===== src/rtl/sqm_pwm_sched.sv =====
// Time-division log-PWM scheduler: one output pin shared by the three SQMUSIC
// channels, each owning one SLOT_LEN-cycle slot of a 3*SLOT_LEN-cycle frame.
module sqm_pwm_sched #(
  parameter int SLOT_W = 6
) (
  input  logic       clk,
  input  logic       reset,
  input  logic       enable,
  input  logic [3:0] A,
  input  logic [3:0] B,
  input  logic [3:0] C,
  input  logic [2:0] mute,
  output logic       pwm,
  output logic [1:0] slot,
  output logic       frame_start,
  output logic       busy
);

  typedef enum logic {IDLE, RUN} state_t;

  state_t            state_reg, state_next;
  logic [SLOT_W-1:0] cnt_reg, cnt_next;
  logic [1:0]        slot_reg, slot_next;
  logic [3:0]        a_reg, a_next, b_reg, b_next, c_reg, c_next;
  logic [2:0]        mute_reg, mute_next;
  logic              pwm_reg, pwm_next;
  logic              fs_reg, fs_next;
  logic              busy_reg, busy_next;
  logic              load;
  logic [3:0]        level_sel;
  logic [SLOT_W:0]   duty_sel;

  // Log duty curve for a 64-clock slot; level 15 saturates to the full slot.
  function automatic logic [6:0] duty_base(input logic [3:0] lvl);
    case (lvl)
      4'd0:    duty_base = 7'd0;
      4'd1:    duty_base = 7'd1;
      4'd2:    duty_base = 7'd1;
      4'd3:    duty_base = 7'd1;
      4'd4:    duty_base = 7'd2;
      4'd5:    duty_base = 7'd2;
      4'd6:    duty_base = 7'd3;
      4'd7:    duty_base = 7'd4;
      4'd8:    duty_base = 7'd6;
      4'd9:    duty_base = 7'd8;
      4'd10:   duty_base = 7'd11;
      4'd11:   duty_base = 7'd16;
      4'd12:   duty_base = 7'd23;
      4'd13:   duty_base = 7'd32;
      4'd14:   duty_base = 7'd45;
      default: duty_base = 7'd64;
    endcase
  endfunction

  always_comb begin
    state_next = state_reg;
    cnt_next   = cnt_reg;
    slot_next  = slot_reg;
    busy_next  = busy_reg;
    fs_next    = 1'b0;
    load       = 1'b0;
    case (state_reg)
      IDLE: begin
        cnt_next  = '0;
        slot_next = 2'd0;
        busy_next = 1'b0;
        if (enable) begin
          load       = 1'b1;
          state_next = RUN;
          busy_next  = 1'b1;
          fs_next    = 1'b1;
        end
      end
      default: begin
        busy_next = 1'b1;
        cnt_next  = cnt_reg + 1'b1;
        if (&cnt_reg) begin
          if (slot_reg == 2'd2) begin
            slot_next = 2'd0;
            // Frame boundary: either relatch and continue, or drop to idle.
            if (enable) begin
              load    = 1'b1;
              fs_next = 1'b1;
            end else begin
              state_next = IDLE;
              busy_next  = 1'b0;
            end
          end else begin
            slot_next = slot_reg + 1'b1;
          end
        end
      end
    endcase

    a_next    = load ? A    : a_reg;
    b_next    = load ? B    : b_reg;
    c_next    = load ? C    : c_reg;
    mute_next = load ? mute : mute_reg;

    case (slot_next)
      2'd0:    level_sel = mute_next[0] ? 4'd0 : a_next;
      2'd1:    level_sel = mute_next[1] ? 4'd0 : b_next;
      default: level_sel = mute_next[2] ? 4'd0 : c_next;
    endcase
    duty_sel = (SLOT_W+1)'(duty_base(level_sel)) << (SLOT_W - 6);
    pwm_next = (state_next == RUN) && ({1'b0, cnt_next} < duty_sel);
  end

  always_ff @(posedge clk or posedge reset) begin
    if (reset) begin
      state_reg <= IDLE;
      cnt_reg   <= '0;
      slot_reg  <= 2'd0;
      a_reg     <= 4'd0;
      b_reg     <= 4'd0;
      c_reg     <= 4'd0;
      mute_reg  <= 3'd0;
      pwm_reg   <= 1'b0;
      fs_reg    <= 1'b0;
      busy_reg  <= 1'b0;
    end else begin
      state_reg <= state_next;
      cnt_reg   <= cnt_next;
      slot_reg  <= slot_next;
      a_reg     <= a_next;
      b_reg     <= b_next;
      c_reg     <= c_next;
      mute_reg  <= mute_next;
      pwm_reg   <= pwm_next;
      fs_reg    <= fs_next;
      busy_reg  <= busy_next;
    end
  end

  assign pwm         = pwm_reg;
  assign slot        = slot_reg;
  assign frame_start = fs_reg;
  assign busy        = busy_reg;

endmodule


===== config.mk =====
export PLATFORM = sky130hd
export DESIGN_NAME = sqm_pwm_sched
export DESIGN_NICKNAME = d
export VERILOG_FILES = /design/src/rtl/sqm_pwm_sched.sv
export SDC_FILE = /design/constraint.sdc
export NUM_CORES = 1
export LEC_CHECK = 0
export ABC_AREA = 1
export BUFFER_PORTS_ARGS = -buffer_cell sky130_fd_sc_hd__buf_2
export CAP_MARGIN = 20
export CORE_ASPECT_RATIO = 2
export CORE_MARGIN = 5
export CORE_UTILIZATION = 35
export CTS_CLUSTER_DIAMETER = 80
export DETAILED_ROUTE_END_ITERATION = 10
export GPL_TIMING_DRIVEN = 0
export PLACE_DENSITY = 0.49
export SLEW_MARGIN = 20
export SYNTH_ARGS = -nofsm -noshare
export SYNTH_HDL_FRONTEND = slang
export SYNTH_SLANG_ARGS = --single-unit

===== constraint.sdc =====
create_clock -name clk -period 5.13 [get_ports clk]
set_clock_uncertainty 0.05 [all_clocks]
set_input_delay 0.513 -clock clk [delete_from_list [all_inputs] [get_ports clk]]
set_output_delay 0.513 -clock clk [all_outputs]
set_load 0.1 [all_outputs]

## Word-level counts from Yosys, hierarchy flattened

Memory sizes are Yosys's and may differ from the RTL's.
Index checks and enable logic that the tools add are counted.

| word-level totals | value |
|---|---|
| register bits after elaboration | 26 |
| memory bits (read-only) | 112 |
| input port bits | 18 |
| output and inout port bits | 5 |
| logic and storage cells | 37 |
| memories | 1 |

| cells by class | value |
|---|---|
| add/sub/neg operators | 2 |
| magnitude comparators | 1 |
| eq/ne operators | 2 |
| multiplexer cells | 19 |
| reductions and logical operators | 3 |

Memory list:

| name | words | width | read ports | clocked after Yosys merged registers in | write ports | line | RTL |
|---|---|---|---|---|---|---|---|
| (name not given) | 16 | 7 | 1 | 0 | 0 | 35 | `case (lvl)` |

Operator list:

| operator | count |
|---|---|
| $mux 4 | 6 |
| $pmux 4 s2 | 1 |
| $lt 6x7->1 | 1 |
| $mux 1 | 7 |
| $add 6x1->6 const B | 1 |
| $mux 2 | 3 |
| $mux 6 | 1 |
| $reduce_and 6->1 | 1 |
| $mux 3 | 1 |
| $add 2x1->2 const B | 1 |
| $eq 2x1->1 const B | 1 |
| $eq 2x2->1 const B | 1 |
| $logic_not 2->1 | 1 |
| $logic_and 1x1->1 | 1 |

## Logic depth before layout (Yosys ltp)

Gate-level depths: netlist of the first run.
An unclocked memory read counts as a cell.

| logic depth | value |
|---|---|
| depth in word-level cells | 10 |
| depth in mapped cells | 22 |
| mapped depth without buffers | 22 |

## Worst setup path before layout of the first run

OpenSTA, ideal clock, no wires.

| path | value |
|---|---|
| kind | flip-flop to flip-flop |
| from | reg slot_reg[1] (netlist: slot[1]) |
| to | reg pwm_reg (netlist: pwm) |
| library setup time | 0.073 ns |
| arrival | 3.329 ns |
| data required time | 5.007 ns |
| setup slack | 1.678 ns |
| stages on the path, launching flop included | 19 |
| path buffers | 1 |
| clock period less this slack | 3.452 ns |
| path through | dfrtp_1 -> nand2_1 -> nor2_1 -> nand2_4 -> nand2_8 -> buf_12 -> mux2_2 -> nand2_1 -> nor2_1 -> a311oi_1 -> nor2_1 -> ha_1 -> inv_1 -> nor2_4 -> o21ai_0 -> ha_1 -> a21oi_1 -> nand2_1 -> a21oi_2 |

| between the ends | value |
|---|---|
| longest elaborated chain between the ends | 10 |
| elaborated cells on any way between the ends | 24 |
| those cells by class | add/sub (1); order compare (1); eq/ne (2); mux (17); reduce/logical (2); memory (1) |

RTL lines:

| element | line | RTL |
|---|---|---|
| from (decl) | 23 | `logic [1:0] slot_reg, slot_next;` |
| from (signal assigned) | 124 | `slot_reg <= slot_next;` |
| $eq 2x2->1 | 78 | `if (slot_reg == 2'd2) begin` |
| $mux 1 (3 in series) | n/a |  |
| via fs_next | 27 | `logic fs_reg, fs_next;` |
| $mux 4 | 95 | `a_next = load ? A : a_reg;` |
| via a_next[1] | 24 | `logic [3:0] a_reg, a_next, b_reg, b_next, c_reg, c_next;` |
| $mux 4 | 101 | `2'd0: level_sel = mute_next[0] ? 4'd0 : a_next;` |
| $pmux 4 s2 | 100 | `case (slot_next)` |
| $mem_v2 16x7 | n/a |  |
| $lt 6x7->1 | 106 | `pwm_next = (state_next == RUN) && ({1'b0, cnt_next} < duty_sel);` |
| $logic_and 1x1->1 | 106 |  |
| via pwm_next | 26 | `logic pwm_reg, pwm_next;` |
| to (signal assigned) | 129 | `pwm_reg <= pwm_next;` |
| to (decl) | 26 |  |

The timed path passes the listed nets, and every way through them passes these cells.

## Worst setup path in the final report of the first run

| path | value |
|---|---|
| from | reg cnt_reg[0] |
| to | reg pwm_reg (netlist: pwm) |

| between the ends | value |
|---|---|
| longest elaborated chain between the ends | 9 |
| elaborated cells on any way between the ends | 22 |
| those cells by class | add/sub (1); order compare (1); eq/ne (1); mux (15); reduce/logical (3); memory (1) |

RTL lines:

| element | line | RTL |
|---|---|---|
| from (decl) | 22 | `logic [SLOT_W-1:0] cnt_reg, cnt_next;` |
| from (signal assigned) | 123 | `cnt_reg <= cnt_next;` |
| $reduce_and 6->1 | 77 | `if (&cnt_reg) begin` |
| $mux 1 (2 in series) | n/a |  |
| via fs_next | 27 |  |
| $mux 4 | 95 |  |
| via a_next[1] | 24 |  |
| $mux 4 | 101 |  |
| $pmux 4 s2 | 100 |  |
| $mem_v2 16x7 | n/a |  |
| $lt 6x7->1 | 106 |  |
| $logic_and 1x1->1 | 106 |  |
| via pwm_next | 26 |  |

The timed path passes the listed nets, and every way through them passes these cells.

==> results of run 1 <==
## per-stage QoR
stage / setup WS (ns) / hold slack (ns) / cells
final: 1.75 / 0.232 / 282
after floorplan: 1.68 / 0.392 / 199
after global routing: 1.43 / 0.287 / 282
after CTS: 1.67 / 0.401 / 282
after global placement: 1.69 / 0.431 / 279
after detailed placement: 1.69 / 0.438 / 279
## layout by cell type (no fill, tap or decap), types with 3 or more instances in the layout
cell and n:
clkbuf_8 3, ha_1 11, nand2_2 21, nand3_1 13
a21oi_1 6, nand2_4 11, dfrtp_1 26, buf_2 22
mux2_2 3, nand4_1 3, inv_1 19, nand3_4 3
inv_2 5, nand2_1 37, nand3_2 6, o21ai_0 5
nor2_1 7
## power by group
part	internal, mW	switching, mW
Combinational	0.00480	0.00671
Clock	0.0526	0.0611
Sequential	0.205	0
## per-layer routing
| metal | up-vias | wire length [um] | global-route usage [%] |
|---|---|---|---|
| met4 | 0 | 55 | 4.34 |
| met1 | 607 | 1240 | 12.9 |
| li1 | 692 | - | - |
| met5 | - | 0 | 0 |
| met2 | 14 | 2340 | 24.4 |
| met3 | 6 | 94 | 1.39 |
## kinds of logic after synthesis
logic type	synth area share, %
flops	35.8
compound gates	5.16
buf+inv	7.98
mux	1.86
simple gates	41.2
fa+ha+maj	7.57
xor+xnor	0.482
## area by class of cell
cell class                 instances  share of cell area, %
multi-input combinational        144                   50.1
timing repair buffer              22                   5.39
sequential                        26                   31.8
clock buffer                       3                   2.02
buffer                             4                   2.27
tap                               58                   3.55
inverter                          25                   4.84
## final timing paths
kind | startpoint | to | slack, ns | depth (start not counted)
min reg2reg | cnt_reg[0] | cnt_reg[0] | 0.45 | 1
min in group clk | A[3] | a_reg[3] | 0.40 | 3
max in group asynchronous | reset | frame_start | 4.43 | 2
max reg2reg | cnt_reg[0] | pwm | 1.75 | 21
max | cnt_reg[0] | pwm | 1.75 | 21
min | reset | busy | 0.23 | 2
==> summary.md, run 1 <==
| Metric | Value |
|---|---|
| Total track usage | `12.6%` |
| Setup_tns | `0 ns` |
| Max Fanout on Critical Path | `10` |
| CP Buf/Inv Count | `3` |
| Starting density of the core | `35.7%` |
| Site Rows | `37` |
| Setup CP Type | `reg2reg` |
| Layout Nets | `255` |
| Largest net degree at the start of global routing | `27` |
| Max Cap Violations | `0` |
| DR WL/cell | `13.2 um` |
| Synth warn | `0` |
| Seq. cell area | `651 sq um` |
| Synth cell types | `32` |
| Number of enable flip-flop cells after synthesis | `0` |
| Die ar. | `0.00683 sq mm` |
| Register area share after synthesis | `between 30% and 40%` |
| CTS H-tree lvls | `1` |
| Iteration count of the initial detailed-routing pass | `3` |
| Die X | `61.0 um` |
| Leakage | `1.05 nW` |
| Kind of end point of the critical path | `flop` |
| Final Max Slew Viols | `0` |
| Worst path cell trace | `ha_1, nand3_4, nor2_8, nand2_4, nand2_8, buf_12, mux2_2, nand2_1, nor2_1, a311oi_1, nor2_1, inv_1, ha_1, or2_1, a31oi_1, ha_1, nand2_1, inv_1, nand2_1, nand2_1, a21oi_2` |
| Final period utilization | `65.9%` |
| Synth top area cells | `dfrtp_1, nand2_1, ha_1` |
| Vias/cell | `4.68` |
| Max Root-Sink Buffers | `2` |
| Vias in the first global route | `between 1000 and 1500` |
| Grt total ovfl | `0` |
| Max FFs per register | `6` |
| Antenna Nets Post-Route | `0` |
| Mapped Cells | `roughly 200` |
| Max Clk Rate | `between 200 and 300 MHz` |
| Endpoints failing setup | `0` |
| Post-synth top cells | `nand2_1, dfrtp_1, nand2_2` |
| Residual DRC | `0` |
| Post-synth top area share | `35.8%` |
| Unrepaired setup endpoints after global routing | `false` |
| Ports | `23` |
| CP max-delay cell | `dfrtp_1` |
| Post-synth top flop | `dfrtp_1` |
| Post-synth ARST share | `100%` |
| Initial antenna violation count | `0` |
| Gpl congestion | `0.803` |
| Area post-placement | `0.00200 sq mm` |
| Filler instances | `559` |
| First-pass GRT wire length | `approximately 6400 um` |
| DR iter-0 viols | `22` |
| CTS tree | `done` |
| CP peak stage delay | `0.39 ns` |
| DP HPWL | `3190 um` |
| Clock slew at reported path FFs | `around 0.090 ns` |
| Routed vias | `1319` |
| Critical path launch point type | `flop` |
| Antenna diode count | `0` |
| Syn_nets | `228` |
| CP top delay family | `simple AND/OR/NAND/NOR gates` |
| Worst hold path type | `in2async` |
| Worst-margin pin slew | `0.552 ns` |
| Share of cells above drive strength 1 | `approximately two fifths` |
| Final Core Density | `40.1%` |
| Total power per unit cell area | `161 mW/mm^2` |
| Status | `completed` |
| Finished Cell Area | `0.00204 sq mm` |
| Root buffer cell | `clkbuf_8` |
| Final-report hold violation count | `0` |
| Chip Height | `about 110 um` |
| Multi-input gate area | `0.00102 sq mm` |
| Worst VDD drop | `between 0.1 and 0.15 mV` |
| Clk sinks | `26` |
| CP most frequent cell | `nand2_1` |
| CP required | `5.28 ns` |
| Cts-stage hold buffer count | `0` |
| # port buffers | `22` |
| Total power | `0.330 mW` |
| Cell taking the most area after synthesis | `dfrtp_1` |
| Critical path arrival | `3.53 ns` |
| Post_cts resized | `0` |
| DRT Wirelength | `3730 um` |
| Final Critical Period | `3.38 ns` |
| Post-Syn Area | `0.00182 sq mm` |
| Num CTS Buffers | `3` |
| Mean post-synth cell area | `9.14 sq um` |
| Relative slew slack | `63.1%` |
| Synth Register Bits | `26` |
| Core area | `0.00509 sq mm` |
| Worst skew pair latency | `0.27 ns` |
| Number of setup buffers added after CTS | `0` |
| Area grow syn2layout | `12.3%` |
| Count leader, synth | `nand2_1` |
Note: power is estimated with default switching activity, not from simulation.
==> run 2, diff against run 1 <==
clock period = 3.4 ns   (was 5.13 ns; I/O delays follow)
==> run 2 against run 1 <==
Setup slack got worse by 1.6 ns. Global-route usage decreased by 0.37 points. First-iteration DRC count increased by 55%.
==> summary.md, run 2 (same netlist as run 1, synthesis figures left out) <==
| Metric | Value |
|---|---|
| Status | `completed` |
| Total power per unit cell area | `237 mW/mm^2` |
| Clock slew at reported path FFs | `0.09 ns` |
| Layout Nets | `262` |
| CP max-delay cell | `dfrtp_1` |
| Max Root-Sink Buffers | `2` |
| Share of cells above drive strength 1 | `42.7%` |
| CP peak stage delay | `0.40 ns` |
| Leakage | `1.09 nW` |
| Starting density of the core | `35.7%` |
| Antenna Nets Post-Route | `0` |
| Largest net degree at the start of global routing | `27` |
| Residual DRC | `0` |
| Die ar. | `0.00683 sq mm` |
| Die X | `~61 um` |
| Worst-margin pin slew | `roughly 0.56 ns` |
| Gpl congestion | `0.749` |
| Area post-placement | `0.00200 sq mm` |
| Root buffer cell | `clkbuf_8` |
| Cts-stage hold buffer count | `0` |
| Finished Cell Area | `between 0.002 and 0.0025 sq mm` |
| CP required | `approximately 3.6 ns` |
| Worst VDD drop | `~0.19 mV` |
| Final Max Slew Viols | `0` |
| # port buffers | `22` |
| Vias/cell | `4.69` |
| Filler instances | `542` |
| Relative slew slack | `62.9%` |
| Total track usage | `approximately 12%` |
| Routed vias | `1359` |
| Ports | `23` |
| Endpoints failing setup | `0` |
| Core area | `0.00509 sq mm` |
| Logic pwr share | `under 10%` |
| Final Core Density | `41.8%` |
| Initial antenna violation count | `0` |
| Site Rows | `37` |
| Antenna diode count | `0` |
| CTS H-tree lvls | `1` |
| CTS tree | `done` |
| Final Critical Period | `3.24 ns` |
| Max Fanout on Critical Path | `10` |
| Final period utilization | `between 90% and 100%` |
| Max Cap Violations | `0` |
| Worst path cell trace | `ha_4, nand3_4, nor2_8, nand2_4, nand2_8, buf_12, mux2_2, nand2_1, nor2_1, a311oi_1, nor2_2, inv_1, ha_1, o21ai_0, nand2_1, o21ai_0, ha_1, a21oi_1, nand2_1, a21oi_2` |
| Final-report hold violation count | `0` |
| Clock Power Share | `between 30% and 40%` |
| DRT Wirelength | `3780 um` |
| Critical path arrival | `3.40 ns` |
| CP most frequent cell | `nand2_1` |
| Worst skew pair latency | `0.27 ns` |
| Max FFs per register | `6` |
| Kind of end point of the critical path | `flop` |
| Commonest non-fill, non-tap cell in the layout | `nand2_1` |
| DR WL/cell | `13.0 um` |
| Area grow syn2layout | `17.0%` |
| Clk sinks | `26` |
| Int Power | `0.400 mW` |
| Most frequent cells in the layout | `nand2_1, dfrtp_1, buf_2, nand2_2, inv_1` |
| Worst hold path type | `in2async` |
| Sequential share of power | `61.1%` |
| R2r setup slk | `0.16 ns` |
| Non-Filler Instances | `290` |
| Chip Height | `112 um` |
| DR iter-0 viols | `34` |
| Critical path launch point type | `flop` |
| Switching power | `0.105 mW` |
| Setup CP Type | `reg2reg` |
| DP HPWL | `between 3000 and 4000 um` |
| Dpl cells | `between 200 and 300` |
| Num CTS Buffers | `3` |
| Setup_tns | `0 ns` |
| Iteration count of the initial detailed-routing pass | `4` |
| Grt total ovfl | `0` |
| First-pass GRT wire length | `~6200 um` |
| Max Clk Rate | `309 MHz` |
| Vias in the first global route | `1354` |
| Sw frac | `20.9%` |
-- run 2: worst max-delay path: cells and delay by family, from the launching register on --
kind,cells,cell delay [ns]
compound gates,5,0.72
fa+ha+maj,3,0.62
mux,1,0.34
flops,1,0.40
simple gates,9,0.81
buf+inv,2,0.22
-- run 2: timing repair --
item,CTS,global route
endpoints found under the setup margin,1,1
gates resized for setup,1,3
pin swaps,0,7
setup buffers,0,7
-- run 2: routing by layer --
layer / track usage, % / wire length [um] / up-vias
met5: 0 / 0 / -
met4: 4.34 / 70 / 0
met3: 1.51 / 103 / 5
met2: 23.5 / 2320 / 13
met1: 12.5 / 1290 / 638
li1: - / - / 703
-- run 2: final timing paths --
check	from	end	cells after the start
worst max-delay path	cnt_reg[1]	pwm	20
worst min register to register	a_reg[1]	a_reg[1]	1
min in group clk	C[3]	c_reg[3]	3
max in group asynchronous	reset	slot[1]	2
worst max register to register	cnt_reg[1]	pwm	20
worst min-delay path	reset	slot[1]	2
-- run 2: layout make-up --
cell class / count / area, sq um / area share [%]
inverter: 25 / 98.8 / 4.64
sequential: 26 / 652 / 30.6
tap: 58 / 72.6 / 3.41
clock buffer: 4 / 45.0 / 2.12
buffer: 4 / 46.3 / 2.18
timing repair buffer: 29 / 163 / 7.64
multi-input combinational: 144 / 1050 / 49.4
-- run 2: metrics by stage --
| step | worst slack [ns] | power [mW] | hold slack, ns |
|---|---|---|---|
| floorplan | 0.0136 | 0.321 | 0.330 |
| global placement | -0.0420 | 0.333 | 0.424 |
| detailed placement | -0.0159 | 0.333 | 0.426 |
| CTS | 0.0102 | 0.515 | 0.228 |
| global route | -0.00381 | 0.525 | 0.111 |
| finish | 0.159 | 0.505 | 0.0531 |
-- run 2: power groups by stage --
stage,Sequential [mW],Clock [mW],Combinational [mW]
3_3_place_gp,0.315,0,0.0178
4_1_cts,0.309,0.188,0.0182
3_5_place_dp,0.315,0,0.0181
5_1_grt,0.309,0.195,0.0204
6_report,0.309,0.179,0.0176
2_1_floorplan,0.315,0,0.00580
